## src/rtl/caixa_pkg.sv

```systemverilog
// ---------------------------------------------------------------------------
// caixa_pkg
// Definitions shared by both ends of the water tank interface:
//   - level width and maximum, matching the fill-side level counter
//   - state encoding of the outlet controller (IDLE..ALARM)
//   - a small helper to size counters from a pair of parameters
// ---------------------------------------------------------------------------
package caixa_pkg;

    // The fill-side counter reports the tank level on 3 bits, 0..7.
    localparam int LEVEL_W   = 3;
    localparam int LEVEL_MAX = 7;

    // Outlet controller states. The numeric codes are visible on the debug
    // port, so they are pinned explicitly.
    typedef enum logic [2:0] {
        IDLE   = 3'd0,
        ASP    = 3'd1,
        GOT    = 3'd2,
        SWITCH = 3'd3,
        ALARM  = 3'd4
    } state_e;

    // Larger of two integers, used at elaboration time to size the shared
    // tick counter so it can hold either mode's period.
    function automatic int maxInt(input int a, input int b);
        return (a > b) ? a : b;
    endfunction

endpackage

```

## src/rtl/irrigacao_caixa_tick_div.sv

```systemverilog
// ---------------------------------------------------------------------------
// tick_div
// Clear/enable modulo counter with a registered terminal-count pulse.
// The counter runs 0..term_i and wraps; the wrap cycle raises tc_o for
// exactly one cycle, visible after the edge on which the wrap happened.
//
// Ports:
//   clock     in   clock
//   reset     in   synchronous active-high reset
//   clear_i   in   restart the count at 0, drop any pending pulse
//   enable_i  in   advance the count this cycle
//   term_i    in   terminal value (modulus - 1), may change between uses
//   tc_o      out  one-cycle pulse after each wrap
// ---------------------------------------------------------------------------
module tick_div #(
    parameter int WIDTH = 3
) (
    input  logic             clock,
    input  logic             reset,
    input  logic             clear_i,
    input  logic             enable_i,
    input  logic [WIDTH-1:0] term_i,
    output logic             tc_o
);

    logic [WIDTH-1:0] cnt_q, cnt_d;
    logic             tc_q, tc_d;

    // Next count and pulse. Clear has priority over enable so that a state
    // change on a terminal cycle never produces a pulse. The >= guards
    // against a count left above a smaller terminal after the modulus changed.
    always_comb begin
        cnt_d = cnt_q;
        tc_d  = 1'b0;
        if (clear_i) begin
            cnt_d = '0;
        end else if (enable_i) begin
            if (cnt_q >= term_i) begin
                cnt_d = '0;
                tc_d  = 1'b1;
            end else begin
                cnt_d = cnt_q + 1'b1;
            end
        end
    end

    // Count and pulse registers; reset discards any partial count.
    always_ff @(posedge clock) begin
        if (reset) begin
            cnt_q <= '0;
            tc_q  <= 1'b0;
        end else begin
            cnt_q <= cnt_d;
            tc_q  <= tc_d;
        end
    end

    assign tc_o = tc_q;

endmodule

```

## src/rtl/irrigacao_caixa.sv

```systemverilog
// ---------------------------------------------------------------------------
// irrigacao_caixa
// Outlet-side controller of the water tank. Watches the tank level from the
// fill-side counter and two soil sensors, opens the outlet valve in
// sprinkler (ASP) or drip (GOT) mode, and reports each consumed level unit
// with a one-cycle drain pulse so the fill side can keep its level model.
//
// Ports:
//   clock     in   clock
//   reset     in   synchronous active-high reset
//   count     in   tank level 0..7
//   Valve_E   in   fill valve state, informational only
//   soil_dry  in   soil-dry sensor
//   soil_wet  in   soil-wet sensor
//   Valve_S   out  outlet valve open (ASP or GOT)
//   asp       out  sprinkler mode active
//   got       out  drip mode active
//   drain     out  one-cycle pulse per consumed level unit
//   alarm     out  low-water alarm
//   fault     out  both soil sensors asserted (registered)
//   st        out  state code for debug
// ---------------------------------------------------------------------------
module irrigacao_caixa
    import caixa_pkg::*;
#(
    parameter int ASP_LEVEL = 3,
    parameter int MIN_LEVEL = 1,
    parameter int TICKS_ASP = 4,
    parameter int TICKS_GOT = 8
) (
    input  logic               clock,
    input  logic               reset,
    input  logic [LEVEL_W-1:0] count,
    input  logic               Valve_E,
    input  logic               soil_dry,
    input  logic               soil_wet,
    output logic               Valve_S,
    output logic               asp,
    output logic               got,
    output logic               drain,
    output logic               alarm,
    output logic               fault,
    output logic [2:0]         st
);

    // Level thresholds compared one bit wider than the level itself so the
    // hysteresis threshold MIN_LEVEL+1 cannot wrap.
    localparam int HYST_LEVEL = MIN_LEVEL + 1;
    localparam logic [LEVEL_W:0] ASP_THR  = ASP_LEVEL[LEVEL_W:0];
    localparam logic [LEVEL_W:0] MIN_THR  = MIN_LEVEL[LEVEL_W:0];
    localparam logic [LEVEL_W:0] HYST_THR = HYST_LEVEL[LEVEL_W:0];

    // One counter serves both modes; it is sized for the longer period.
    localparam int TICK_W = $clog2(maxInt(TICKS_ASP, TICKS_GOT));
    localparam int TERM_ASP_I = TICKS_ASP - 1;
    localparam int TERM_GOT_I = TICKS_GOT - 1;
    localparam logic [TICK_W-1:0] TERM_ASP = TERM_ASP_I[TICK_W-1:0];
    localparam logic [TICK_W-1:0] TERM_GOT = TERM_GOT_I[TICK_W-1:0];

    state_e              state_q, state_d;
    logic                fault_q, fault_d;
    logic                dry;
    logic                levelEmpty;
    logic                levelAsp;
    logic                levelMin;
    logic                levelHyst;
    logic [LEVEL_W:0]    countExt;
    logic                inMode;
    logic                tickClear;
    logic                tickEnable;
    logic [TICK_W-1:0]   tickTerm;
    logic                tickPulse;
    logic                unusedValveE;

    // The fill valve is reported for visibility but never gates the outlet.
    assign unusedValveE = Valve_E;

    // A sensor fault (both high) is not "dry", so an active mode ends as if
    // the soil were wet and no alarm is raised.
    assign dry        = soil_dry & ~soil_wet;
    assign countExt   = {1'b0, count};
    assign levelEmpty = (count == '0);
    assign levelAsp   = (countExt >= ASP_THR);
    assign levelMin   = (countExt >= MIN_THR) && !levelEmpty;
    assign levelHyst  = (countExt >= HYST_THR);

    // Next-state logic. An empty tank with dry soil always lands in ALARM,
    // whatever MIN_LEVEL is set to. In ASP, wet soil is checked before the
    // level so that a simultaneous drop goes straight to IDLE. GOT never
    // upgrades to ASP directly; a refill only takes effect via IDLE.
    always_comb begin
        state_d = state_q;
        case (state_q)
            IDLE: begin
                if (dry) begin
                    if (levelEmpty) begin
                        state_d = ALARM;
                    end else if (levelAsp) begin
                        state_d = ASP;
                    end else if (levelMin) begin
                        state_d = GOT;
                    end else begin
                        state_d = ALARM;
                    end
                end
            end
            ASP: begin
                if (!dry) begin
                    state_d = IDLE;
                end else if (!levelAsp || levelEmpty) begin
                    state_d = SWITCH;
                end
            end
            GOT: begin
                if (!dry) begin
                    state_d = IDLE;
                end else if (!levelMin) begin
                    state_d = ALARM;
                end
            end
            SWITCH: begin
                if (levelMin) begin
                    state_d = GOT;
                end else begin
                    state_d = ALARM;
                end
            end
            ALARM: begin
                if (levelHyst || !dry) begin
                    state_d = IDLE;
                end
            end
            default: begin
                state_d = IDLE;
            end
        endcase
    end

    // The sensor fault flag simply follows the sensors one cycle late.
    always_comb begin
        fault_d = soil_dry & soil_wet;
    end

    // State and fault registers.
    always_ff @(posedge clock) begin
        if (reset) begin
            state_q <= IDLE;
            fault_q <= 1'b0;
        end else begin
            state_q <= state_d;
            fault_q <= fault_d;
        end
    end

    // The tick counter restarts on every state change and only advances
    // while a mode persists, so a mode exit on the terminal cycle never
    // produces a drain pulse.
    assign inMode     = (state_q == ASP) || (state_q == GOT);
    assign tickClear  = (state_d != state_q);
    assign tickEnable = inMode && (state_d == state_q);
    assign tickTerm   = (state_q == ASP) ? TERM_ASP : TERM_GOT;

    tick_div #(
        .WIDTH (TICK_W)
    ) u_tick_div (
        .clock    (clock),
        .reset    (reset),
        .clear_i  (tickClear),
        .enable_i (tickEnable),
        .term_i   (tickTerm),
        .tc_o     (tickPulse)
    );

    // Moore output decode from the registered state.
    assign Valve_S = inMode;
    assign asp     = (state_q == ASP);
    assign got     = (state_q == GOT);
    assign alarm   = (state_q == ALARM);
    assign drain   = tickPulse;
    assign fault   = fault_q;
    assign st      = state_q;

endmodule

```

## config.mk

```make
export PLATFORM = sky130hd
export DESIGN_NAME = irrigacao_caixa
export DESIGN_NICKNAME = d
export VERILOG_FILES = /design/src/rtl/caixa_pkg.sv /design/src/rtl/irrigacao_caixa_tick_div.sv /design/src/rtl/irrigacao_caixa.sv
export SDC_FILE = /design/constraint.sdc
export NUM_CORES = 1
export LEC_CHECK = 0
export CAP_MARGIN = 40
export CORE_UTILIZATION = 30
export DETAILED_ROUTE_END_ITERATION = 10
export PLACE_DENSITY = 0.53
export REMOVE_ABC_BUFFERS = 1
export SLEW_MARGIN = 25
export SYNTH_ARGS = -nofsm -noshare
export SYNTH_HDL_FRONTEND = slang
export SYNTH_SLANG_ARGS = --single-unit
```

## constraint.sdc

```tcl
create_clock -name clock -period 3.9 [get_ports clock]
set_input_delay 0.78 -clock clock [delete_from_list [all_inputs] [get_ports clock]]
set_output_delay 0.78 -clock clock [all_outputs]
set_load 0.01 [all_outputs]
```

==> summary.md, run 1 <==
| Metric | Value |
|---|---|
| Reg-to-reg setup timing slack | `2.12 ns` |
| VDD IR max | `0.137 mV` |
| Hold depth | `2` |
| Remaining max-slew budget at the tightest pin | `74.0%` |
| Number of hold-repair buffers added at the cts stage | `0` |
| Setup tns final | `0 ns` |
| Number of detailed-route iterations in the first pass | `2` |
| Post-placement setup slack | `1.54 ns` |
| Number of failing setup endpoints in the final timing report | `0` |
| Fillers | `159` |
| CTS buffer count | `3` |
| Final core utilization | `44.7%` |
| Clock root buffer | `sky130_fd_sc_hd__clkbuf_4` |
| Via count | `477` |
| Complex-gate fraction of the synthesized area | `27.6%` |
| Sequential fraction of design power | `46.7%` |
| PD cells | `268 nW/um2` |
| Worst-case clock skew | `0.00291 ns` |
| Time the final worst path needs with I/O delays and setup | `2.59 ns` |
| Average via count per standard cell | `5.24` |
| Total of warnings raised by yosys | `0` |
| Length in cells of the worst reg-to-reg path | `6` |
| Area of the die | `1860 um2` |
| Number of enable flip-flop cells after synthesis | `0` |
| Cell type with the highest aggregate area in the netlist | `sky130_fd_sc_hd__dfxtp_1` |
| Combinational share of power | `18.2%` |
| Number of unique standard cell types used by synthesis | `30` |
| Portion of netlist area occupied by mux cells | `1.97%` |
| Total area of multi-input combinational cells | `329 um2` |
| Height of the die | `43.2 um` |
| Switching part of the total power | `26.4%` |
| Hold wc startpoint | `u_tick_div.cnt_q[1]$_SDFFE_PP0P_` |
| Worst setup SP type | `flop` |
| Dominant combinational cell family by area after synthesis | `simple AND/OR/NAND/NOR gates` |
| Worst min-delay path category | `flop to flop` |
| Initial Util | `33.0%` |
| Post-Synthesis Mean Instance Area | `8.76 um2` |
| DR WL/cell | `12.2 um` |
| Violation count after the first detailed-routing iteration | `5` |
| Overflow left after global routing | `0` |
| Final-stage net count | `87` |
| Post-route standard cell area excluding fillers | `689 um2` |
| Number of primary I/O pins | `17` |
| Max Clk Rate | `0.386 GHz` |
| Final-report max-slew violation count | `0` |
| Total leakage power | `0.250 nW` |
| Fraction of power consumed by the clock network | `35.1%` |
| Overall die width | `43.2 um` |
| Biggest area contributors in the synthesized netlist | `sky130_fd_sc_hd__dfxtp_1 32%, sky130_fd_sc_hd__a211oi_1 5.9%, sky130_fd_sc_hd__a21oi_2 5.2%` |
| Share of synthesized area occupied by flip-flops and latches | `31.5%` |
| Post-synthesis share of cell area spent on and, or, nand and nor gates | `30.3%` |
| Clk_lat worst skew | `0.26 ns` |
| R2r endpoint | `u_tick_div.cnt_q[0]$_SDFFE_PP0P_` |
| Crit path required time | `3.12 ns` |
| Area occupied by registers | `160 um2` |
| TritonCTS clock tree | `done` |
| Largest fanout of any net on the critical path | `9` |
| Synth Area in XOR/XNOR | `0%` |
| Part of the cycle the worst path needs | `66.5%` |
| Number of cell rows | `14` |
| Core ar. | `1540 um2` |
| Setup Buffers After CTS | `0` |
| CTS H-Tree Depth | `1` |
| Status | `finished clean` |
| Count of cells resized by post-cts repair | `0` |
| Type of the setup path with the least slack | `flop to output pin` |
| Area growth from synthesis to layout | `35.7%` |
| Clock net sink count | `8` |
| Final wirelength | `1.11 mm` |
| Final worst-path setup slack | `1.31 ns` |
| Clock-pin slew on the worst setup and hold paths | `0.06 ns` |
| Start of the worst register-to-register path | `st[1]$_SDFF_PP0_` |
| Top cells by count, synth | `8 x sky130_fd_sc_hd__dfxtp_1, 5 x sky130_fd_sc_hd__nand2_1, 5 x sky130_fd_sc_hd__nor2_1, 4 x sky130_fd_sc_hd__a211oi_1, 4 x sky130_fd_sc_hd__a21oi_1` |
| Number of endpoints with negative hold slack in the final report | `0` |
| Internal power | `0.136 mW` |
| Worst Max-Slew Pin Slew | `0.388 ns` |
| Switching power total | `0.0487 mW` |
| Setup repair after global routing missed its margin | `no` |
| Total global-route track usage | `13.2%` |
| Placement-stage cell area | `667 um2` |
| Final RePlAce weighted congestion | `0.726` |
| Proportion of layout cells with a drive suffix above 1 | `20.0%` |
| Global-route wire length before repair | `1.79 mm` |
| Estimated wirelength of the detail-placed design | `838 um` |
| Via count of the first global-routing pass | `437` |
| Cell area after synthesis | `508 um2` |
| Flop and latch count out of synthesis | `8` |
| Clock Tree Buf Depth | `2` |
| Share of the synthesized area in the top cell type | `31.5%` |
| Input/output buffers | `15` |
| Endpoint of the worst hold path | `u_tick_div.cnt_q[1]$_SDFFE_PP0P_` |
| Post-synthesis share of cell area spent on full adders, half adders and majority gates | `4.93%` |
| Maximum capacitance violations | `0` |
| Antenna violations before repair | `0` |
| Synthesized instance count | `58` |
| Remaining antenna violation count | `0` |
| Capturing element type of the critical path | `output pin` |
| Antenna cells | `0` |
| Fraction of registers with async set or reset after synthesis | `0%` |
| Maximum number of pins on one net before global-route repair | `10` |
| Prevailing post-synth register cell | `sky130_fd_sc_hd__dfxtp_1` |
| Drc violations | `0` |
| Dominant cell by count in the synthesized netlist | `sky130_fd_sc_hd__dfxtp_1` |
| Arrival time at the worst endpoint | `1.81 ns` |
-- logic make-up after synthesis --
logic type               Yosys count
AO/OA/AOI/OAI                     19
adder cells (fa/ha/maj)            2
buffers and inverters              3
flip-flops                         8
multiplexers                       1
AND/OR/NAND/NOR                   25
-- sequential cells by signal (all words and copies together), names as in the netlist --
register and flops:
st 3, fault 1, u_tick_div.cnt_q 3, u_tick_div.tc_o 1
-- final cells by class --
type / instances / area share [%]
multi-input cells: 47 / 47.7
flip-flops and latches: 8 / 23.2
repair buffers: 15 / 21.8
clock buffers: 3 / 3.27
well taps: 16 / 2.90
inverters: 2 / 1.09
-- through the flow --
step / power, mW / cells / hold slack [ns]
floorplan: 0.105 / 57 / 0.455
CTS: 0.188 / 91 / 0.492
detailed placement: 0.122 / 88 / 0.483
finish: 0.185 / 91 / 0.485
global placement: 0.122 / 88 / 0.479
global route: 0.194 / 91 / 0.519
-- layout by cell type (no fill, tap or decap), drive strengths merged --
cell type / n
a211oi: 5
a21o: 2
a21oi: 7
and2: 1
and3: 1
clkbuf: 3
clkdlybuf4s50: 15
dfxtp: 8
ha: 2
inv: 2
mux2i: 1
nand2: 5
nand2b: 2
nand3: 1
nand3b: 1
nand4b: 1
nor2: 5
nor2b: 1
nor3: 2
nor3b: 2
nor4: 2
o211ai: 1
o21ai: 3
o31ai: 1
or3: 1
-- worst max-delay path by stage --
stage                     cells past startpoint                          to  slack [ns]        startpoint
after global placement                        5  u_tick_div.tc_o$_SDFF_PP0_        1.53          count[2]
after global routing                          4                     Valve_S        1.20  st[0]$_SDFF_PP0_
after floorplan                               4  u_tick_div.tc_o$_SDFF_PP0_        2.13          count[2]
after CTS                                     4                     Valve_S        1.28  st[0]$_SDFF_PP0_
final                                         4                     Valve_S        1.31  st[0]$_SDFF_PP0_
after detailed placement                      5  u_tick_div.tc_o$_SDFF_PP0_        1.54          count[2]
-- worst max-delay path, stage by stage (launching register included) --
cell,delay (ns)
sky130_fd_sc_hd__dfxtp_1,0.51
sky130_fd_sc_hd__nand2b_2,0.15
sky130_fd_sc_hd__a21o_1,0.26
sky130_fd_sc_hd__inv_2,0.10
sky130_fd_sc_hd__clkdlybuf4s50_1,0.53
-- power by group through the flow --
stage / Clock, mW / Sequential [mW] / Combinational (mW)
2_1_floorplan: 0 / 0.0881 / 0.0168
3_3_place_gp: 0 / 0.0882 / 0.0338
3_5_place_dp: 0 / 0.0880 / 0.0336
4_1_cts: 0.0681 / 0.0863 / 0.0337
5_1_grt: 0.0709 / 0.0865 / 0.0367
6_report: 0.0649 / 0.0863 / 0.0335
-- per-layer routing --
metal,up-vias,track usage (%),share of wire (%)
met5,-,0,0
met4,0,5.45,0.99
met3,2,6.38,5.0
met2,10,18.8,43
met1,214,16.7,51
li1,251,-,-
Power figures use the tool's default switching activity.
==> run 2, diff against run 1 <==
==> constraint.sdc (replaced) <==
create_clock -name clock -period 2.45 [get_ports clock]
set_input_delay 0.49 -clock clock [delete_from_list [all_inputs] [get_ports clock]]
set_output_delay 0.49 -clock clock [all_outputs]
set_load 0.01 [all_outputs]
==> run 2 against run 1 <==
Compared with the run above:
- utilization did not move
- total power rose by 58%
- flip-flop and latch count did not move
- global-route usage barely moved
- die area did not move
- wire length fell by 0.45%
- clock power rose by 56%
- register-to-register slack got worse by 1.5 ns
- sequential share of layout area did not move
- final cell count did not move
- count of clock-buffer cells in the layout did not move
- clock skew fell by 0.00089 ns
- highest routed layer unchanged
==> summary.md, run 2 (synthesis gave the netlist of run 1 again) <==
| Metric | Value |
|---|---|
| Status | `finished clean (unchanged)` |
| Maximum capacitance violations | `0 (unchanged)` |
| Top layer used by detailed routing | `met4 (unchanged)` |
| Final worst-path setup slack | `0.152 ns (was 1.31 ns)` |
| Length in cells of the worst reg-to-reg path | `6 (unchanged)` |
| Clock root buffer | `sky130_fd_sc_hd__clkbuf_4 (unchanged)` |
| Crit path required time | `1.96 ns (was 3.12 ns)` |
| Count of cells resized by post-cts repair | `0 (unchanged)` |
| Clock Tree Buf Depth | `2 (unchanged)` |
| CTS buffer count | `3 (unchanged)` |
| Part of the cycle the worst path needs | `93.8%` |
| VDD IR max | `0.184 mV (was 0.137 mV)` |
| Total leakage power | `0.250 nW (unchanged)` |
| Time the final worst path needs with I/O delays and setup | `2.30 ns` |
| Fillers | `157 (was 159)` |
| Maximum number of pins on one net before global-route repair | `10 (unchanged)` |
| Estimated wirelength of the detail-placed design | `842 um (was 838 um)` |
| Top library cells by usage in the layout, fill and taps aside | `15 x sky130_fd_sc_hd__clkdlybuf4s50_1, 8 x sky130_fd_sc_hd__dfxtp_1, 5 x sky130_fd_sc_hd__nor2_1, 5 x sky130_fd_sc_hd__nand2_1 (unchanged)` |
| Number of failing setup endpoints in the final timing report | `0 (unchanged)` |
| Largest fanout of any net on the critical path | `9 (unchanged)` |
| Overall die width | `43.2 um (unchanged)` |
| Initial Util | `33.0% (unchanged)` |
| Met3 Wirelength | `58 um (was 55 um)` |
| Hold depth | `2 (unchanged)` |
| TritonCTS clock tree | `done (unchanged)` |
| CTS H-Tree Depth | `1 (unchanged)` |
| Final-stage net count | `87 (unchanged)` |
| Clk_lat worst skew | `0.25 ns (was 0.26 ns)` |
| Post-route standard cell area excluding fillers | `689 um2 (unchanged)` |
| Most common cell after layout, fill and taps aside | `sky130_fd_sc_hd__clkdlybuf4s50_1 (unchanged)` |
| Clock net sink count | `8 (unchanged)` |
| Drc violations | `0 (unchanged)` |
| Antenna cells | `0 (unchanged)` |
| Area growth from synthesis to layout | `35.7% (unchanged)` |
| Final wirelength | `1.10 mm (was 1.11 mm)` |
| Sequential fraction of design power | `47.1% (was 46.7%)` |
| Remaining max-slew budget at the tightest pin | `72.2% (was 74.0%)` |
| Met1 layer wirelength in the final routing | `556 um (was 567 um)` |
| Standard cell with the maximum stage delay on the critical path | `sky130_fd_sc_hd__clkdlybuf4s50_1 (unchanged)` |
| Arrival time at the worst endpoint | `1.81 ns (about the same)` |
| Combinational share of power | `18.3% (was 18.2%)` |
| Fraction of power consumed by the clock network | `34.6% (was 35.1%)` |
| Number of endpoints with negative hold slack in the final report | `0 (unchanged)` |
| Capturing element type of the critical path | `output pin (unchanged)` |
| Number of hold-repair buffers added at the cts stage | `0 (unchanged)` |
| Setup tns final | `0 ns (unchanged)` |
| Number of primary I/O pins | `17 (unchanged)` |
| Setup Buffers After CTS | `0 (unchanged)` |
| Worst-path cell chain | `nand2b_2 -> a21o_1 -> inv_2 -> clkdlybuf4s50_1 (unchanged)` |
| Switching part of the total power | `25.9% (was 26.4%)` |
| Worst setup SP type | `flop (unchanged)` |
| Switching power total | `0.0754 mW (was 0.0487 mW)` |
| Via count of the first global-routing pass | `416 (was 437)` |
| Post-placement setup slack | `0.395 ns (was 1.54 ns)` |
| Cell family contributing the most delay on the critical path | `buffers and inverters (unchanged)` |
| Max Clk Rate | `0.435 GHz` |
| Buffers & Inverters on Critical Path | `2 (unchanged)` |
| Antenna violations before repair | `0 (unchanged)` |
| Height of the die | `43.2 um (unchanged)` |
| Placement-stage cell area | `667 um2 (unchanged)` |
| Met2 Wirelength | `476 um (was 473 um)` |
| Core ar. | `1540 um2 (unchanged)` |
| Setup repair after global routing missed its margin | `no (unchanged)` |
| Internal power | `0.216 mW (was 0.136 mW)` |
| DR WL/cell | `12.1 um (was 12.2 um)` |
| Number of cell rows | `14 (unchanged)` |
| Post-route total power | `0.292 mW (was 0.185 mW)` |
| Final-report max-slew violation count | `0 (unchanged)` |
| Number of detailed-route iterations in the first pass | `4 (was 2)` |
| Total global-route track usage | `13.2% (about the same)` |
| Overflow left after global routing | `0 (unchanged)` |
| Average via count per standard cell | `5.25 (was 5.24)` |
| Remaining antenna violation count | `0 (unchanged)` |
| Worst Max-Slew Pin Slew | `0.415 ns (was 0.388 ns)` |
| Area of the die | `1860 um2 (unchanged)` |
| Violation count after the first detailed-routing iteration | `5 (unchanged)` |
| Proportion of layout cells with a drive suffix above 1 | `20.0% (unchanged)` |
| Final RePlAce weighted congestion | `0.727 (was 0.726)` |
| Input/output buffers | `15 (unchanged)` |
| Crit path depth | `4 (unchanged)` |
| Worst-case clock skew | `0.00202 ns (was 0.00291 ns)` |
| Via count | `478 (was 477)` |
| Worst min-delay path category | `flop to flop (unchanged)` |
| Global-route wire length before repair | `1.78 mm (was 1.79 mm)` |
| Type of the setup path with the least slack | `flop to output pin (unchanged)` |
| Clock-pin slew on the worst setup and hold paths | `0.05 ns (was 0.06 ns)` |
| PD cells | `423 nW/um2 (was 268 nW/um2)` |
| Maximum cell stage delay along the critical path | `0.53 ns (about the same)` |
run 2: cell counts in the layout (fill, tap and decap cells not counted):
Identical to the previous run, type by type.
run 2: path summary, 6_finish.rpt:
kind                                                    endpoint                              from  slack (ns)
worst max-delay path                                     Valve_S                  st[0]$_SDFF_PP0_        0.15
worst min-delay path            u_tick_div.cnt_q[1]$_SDFFE_PP0P_  u_tick_div.cnt_q[1]$_SDFFE_PP0P_        0.50
worst max register to register  u_tick_div.cnt_q[1]$_SDFFE_PP0P_                  st[1]$_SDFF_PP0_        0.66
worst min register to register  u_tick_div.cnt_q[1]$_SDFFE_PP0P_  u_tick_div.cnt_q[1]$_SDFFE_PP0P_        0.50
run 2: tightest hold or removal path: cells and delay by family, from the launching register on:
family,cells,cell delay [ns]
flip-flops,1,0.33
AND/OR/NAND/NOR,1,0.06
AO/OA/AOI/OAI,1,0.05
run 2: final cells by class:
class / instances / area (um2) / area share (%)
Inverter: 2 / 7.51 / 1.09
Sequential cell: 8 / 160 / 23.2
Timing Repair Buffer: 15 / 150 / 21.8
Multi-Input combinational cell: 47 / 329 / 47.7
Tap cell: 16 / 20.0 / 2.90
Clock buffer: 3 / 22.5 / 3.27
run 2: routing by layer:
metal	vias to the layer above	GRT usage, %
li1	252	-
met1	214	17.5
met2	10	17.0
met3	2	7.66
met4	0	5.45
met5	-	0
run 2: through the flow:
step                      util (%)  hold WS [ns]  instances
after floorplan                  -         0.455         57
after global placement        43.3         0.479         88
after detailed placement      43.3         0.482         88
after CTS                     44.7         0.493         91
after global routing          44.7         0.520         91
final                         44.7         0.498         91
run 2: power by group through the flow:
stage	Combinational, mW	Sequential, mW	Clock (mW)
floorplan	0.0267	0.140	0
global placement	0.0538	0.140	0
detailed placement	0.0531	0.140	0
CTS	0.0536	0.137	0.107
global route	0.0585	0.138	0.110
finish	0.0533	0.137	0.101
==> run 3, diff against run 2 <==
--- a/config.mk
+++ b/config.mk
@@ -8,7 +8,9 @@
 export CAP_MARGIN = 40
 export CORE_UTILIZATION = 30
 export DETAILED_ROUTE_END_ITERATION = 10
+export HOLD_SLACK_MARGIN = 0.12
 export PLACE_DENSITY = 0.53
+export RECOVER_POWER = 50
 export REMOVE_ABC_BUFFERS = 1
 export SLEW_MARGIN = 25
 export SYNTH_ARGS = -nofsm -noshare
==> run 3 against run 2 <==
Compared with the run above:
- design area shrank 1.3%
- sequential power about the same
- critical path depth is the same
- wire length increased by 1.3%
==> summary.md, run 3 (synthesis gave the netlist of run 1 again) <==
| Metric | Value |
|---|---|
| Most common cell after layout, fill and taps aside | `sky130_fd_sc_hd__clkdlybuf4s50_1 (unchanged)` |
| CTS buffer count | `3 (unchanged)` |
| Number of failing setup endpoints in the final timing report | `0 (unchanged)` |
| Drc violations | `0 (unchanged)` |
| Arrival time at the worst endpoint | `1.82 ns (was 1.81 ns)` |
| Largest fanout of any net on the critical path | `9 (unchanged)` |
| Status | `finished clean (unchanged)` |
| Height of the die | `43.2 um (unchanged)` |
| Clock net sink count | `8 (unchanged)` |
| Number of hold-repair buffers added at the cts stage | `0 (unchanged)` |
| Worst setup SP type | `flop (unchanged)` |
| Initial Util | `33.0% (unchanged)` |
| Area growth from synthesis to layout | `34.0% (was 35.7%)` |
| Capturing element type of the critical path | `output pin (unchanged)` |
| Antenna violations before repair | `0 (unchanged)` |
| Remaining antenna violation count | `0 (unchanged)` |
| Number of cell rows | `14 (unchanged)` |
| Input/output buffers | `15 (unchanged)` |
| Setup tns final | `0 ns (unchanged)` |
| Remaining max-slew budget at the tightest pin | `68.2% (was 72.2%)` |
| Worst-case clock skew | `0.00223 ns (was 0.00202 ns)` |
| Placement-stage cell area | `667 um2 (unchanged)` |
| Clock root buffer | `sky130_fd_sc_hd__clkbuf_4 (unchanged)` |
| Length in cells of the worst reg-to-reg path | `6 (unchanged)` |
| Worst min-delay path category | `flop to flop (unchanged)` |
| Core ar. | `1540 um2 (unchanged)` |
| TritonCTS clock tree | `done (unchanged)` |
| Number of detailed-route iterations in the first pass | `2 (was 4)` |
| Violation count after the first detailed-routing iteration | `8 (was 5)` |
| Maximum capacitance violations | `0 (unchanged)` |
| Global-route wire length before repair | `1.78 mm (unchanged)` |
| Total leakage power | `0.254 nW (was 0.250 nW)` |
| Max Clk Rate | `0.434 GHz (was 0.435 GHz)` |
| Number of standard cells in the layout, taps in and fillers out | `91 (unchanged)` |
| Hold depth | `2 (unchanged)` |
| Total global-route track usage | `13.2% (unchanged)` |
| # placed instances | `88 (unchanged)` |
| Number of endpoints with negative hold slack in the final report | `0 (unchanged)` |
| Average via count per standard cell | `5.29 (was 5.25)` |
| DR WL/cell | `12.3 um (was 12.1 um)` |
| Antenna cells | `0 (unchanged)` |
| Proportion of layout cells with a drive suffix above 1 | `17.3% (was 20.0%)` |
| Final wirelength | `1.12 mm (was 1.10 mm)` |
| Via count of the first global-routing pass | `416 (unchanged)` |
| Time the final worst path needs with I/O delays and setup | `2.31 ns (was 2.30 ns)` |
| Overflow left after global routing | `0 (unchanged)` |
| Clock Tree Buf Depth | `2 (unchanged)` |
| PD cells | `426 nW/um2 (was 423 nW/um2)` |
| Post-route total power | `0.290 mW (was 0.292 mW)` |
| Type of the setup path with the least slack | `flop to output pin (unchanged)` |
| Clk_lat worst skew | `0.25 ns (about the same)` |
| Clock-pin slew on the worst setup and hold paths | `0.06 ns (was 0.05 ns)` |
| Final-stage net count | `87 (unchanged)` |
| Maximum number of pins on one net before global-route repair | `10 (unchanged)` |
| Part of the cycle the worst path needs | `94.1% (was 93.8%)` |
| Count of cells resized by post-cts repair | `0 (unchanged)` |
| Final-report max-slew violation count | `0 (unchanged)` |
| CTS H-Tree Depth | `1 (unchanged)` |
| Setup Buffers After CTS | `0 (unchanged)` |
| Number of primary I/O pins | `17 (unchanged)` |
| Area of the die | `1860 um2 (unchanged)` |
| Final RePlAce weighted congestion | `0.727 (unchanged)` |
| VDD IR max | `0.184 mV (about the same)` |
| Overall die width | `43.2 um (unchanged)` |
| Top library cells by usage in the layout, fill and taps aside | `11 x sky130_fd_sc_hd__clkdlybuf4s50_1, 8 x sky130_fd_sc_hd__dfxtp_1, 5 x sky130_fd_sc_hd__nor2_1, 5 x sky130_fd_sc_hd__nand2_1, 5 x sky130_fd_sc_hd__a21oi_1 (was 15 x sky130_fd_sc_hd__clkdlybuf4s50_1, 8 x sky130_fd_sc_hd__dfxtp_1, 5 x sky130_fd_sc_hd__nor2_1, 5 x sky130_fd_sc_hd__nand2_1)` |
| Crit path required time | `1.96 ns (about the same)` |
| Estimated wirelength of the detail-placed design | `842 um (unchanged)` |
| Post-route standard cell area excluding fillers | `681 um2 (was 689 um2)` |
| Via count | `481 (was 478)` |
| Setup repair after global routing missed its margin | `no (unchanged)` |
| Worst Max-Slew Pin Slew | `0.476 ns (was 0.415 ns)` |
## run 3: changes by cell type in the layout (fill, tap and decap cells not counted)
cell,delta
sky130_fd_sc_hd__and2_1,-1
sky130_fd_sc_hd__nor3b_2,-1
sky130_fd_sc_hd__nor3b_1,+1
sky130_fd_sc_hd__a21oi_1,+1
sky130_fd_sc_hd__and2_0,+1
sky130_fd_sc_hd__a21oi_2,-1
sky130_fd_sc_hd__clkdlybuf4s50_1,-4
sky130_fd_sc_hd__dlygate4sd3_1,+4
## run 3: metal layers
layer | global-route usage [%] | up-vias | share of wire (%)
li1 | - | 253 | -
met1 | 17.5 | 216 | 50
met2 | 17.0 | 10 | 44
met3 | 7.66 | 2 | 5.2
met4 | 5.45 | 0 | 0.90
met5 | 0 | - | 0
## run 3: per-stage QoR
step	utilization [%]	hold slack, ns	setup WS, ns
finish	44.2	0.499	0.144
global route	44.2	0.520	0.0405
CTS	44.7	0.493	0.122
detailed placement	43.3	0.482	0.395
global placement	43.3	0.479	0.366
floorplan	-	0.455	0.731
## run 3: where the power goes
| part | internal [mW] | switching, mW | total (mW) |
|---|---|---|---|
| Sequential | 0.133 | 0.00439 | 0.137 |
| Combinational | 0.0257 | 0.0254 | 0.0511 |
| Clock | 0.0561 | 0.0451 | 0.101 |
| Total | 0.215 | 0.0749 | 0.290 |
## run 3: layout make-up
| class | count | area, um2 |
|---|---|---|
| flip-flops and latches | 8 | 160 |
| inverters | 2 | 7.51 |
| fillers | 160 | 861 |
| repair buffers | 15 | 150 |
| multi-input cells | 47 | 320 |
| clock buffers | 3 | 22.5 |
| well taps | 16 | 20.0 |
## run 3: path summary, 6_finish.rpt
| kind | start | endpoint | slack (ns) |
|---|---|---|---|
| setup / recovery | st[0]$_SDFF_PP0_ | Valve_S | 0.14 |
| hold / removal | u_tick_div.cnt_q[1]$_SDFFE_PP0P_ | u_tick_div.cnt_q[1]$_SDFFE_PP0P_ | 0.50 |
| setup reg to reg | st[1]$_SDFF_PP0_ | u_tick_div.cnt_q[1]$_SDFFE_PP0P_ | 0.65 |
| hold reg to reg | u_tick_div.cnt_q[1]$_SDFFE_PP0P_ | u_tick_div.cnt_q[1]$_SDFFE_PP0P_ | 0.50 |
## run 3: critical path, stage by stage, from the launching register on
cell                              delay (ns)
sky130_fd_sc_hd__dfxtp_1                0.52
sky130_fd_sc_hd__nand2b_2               0.16
sky130_fd_sc_hd__a21o_1                 0.26
sky130_fd_sc_hd__inv_2                  0.09
sky130_fd_sc_hd__clkdlybuf4s50_1        0.53
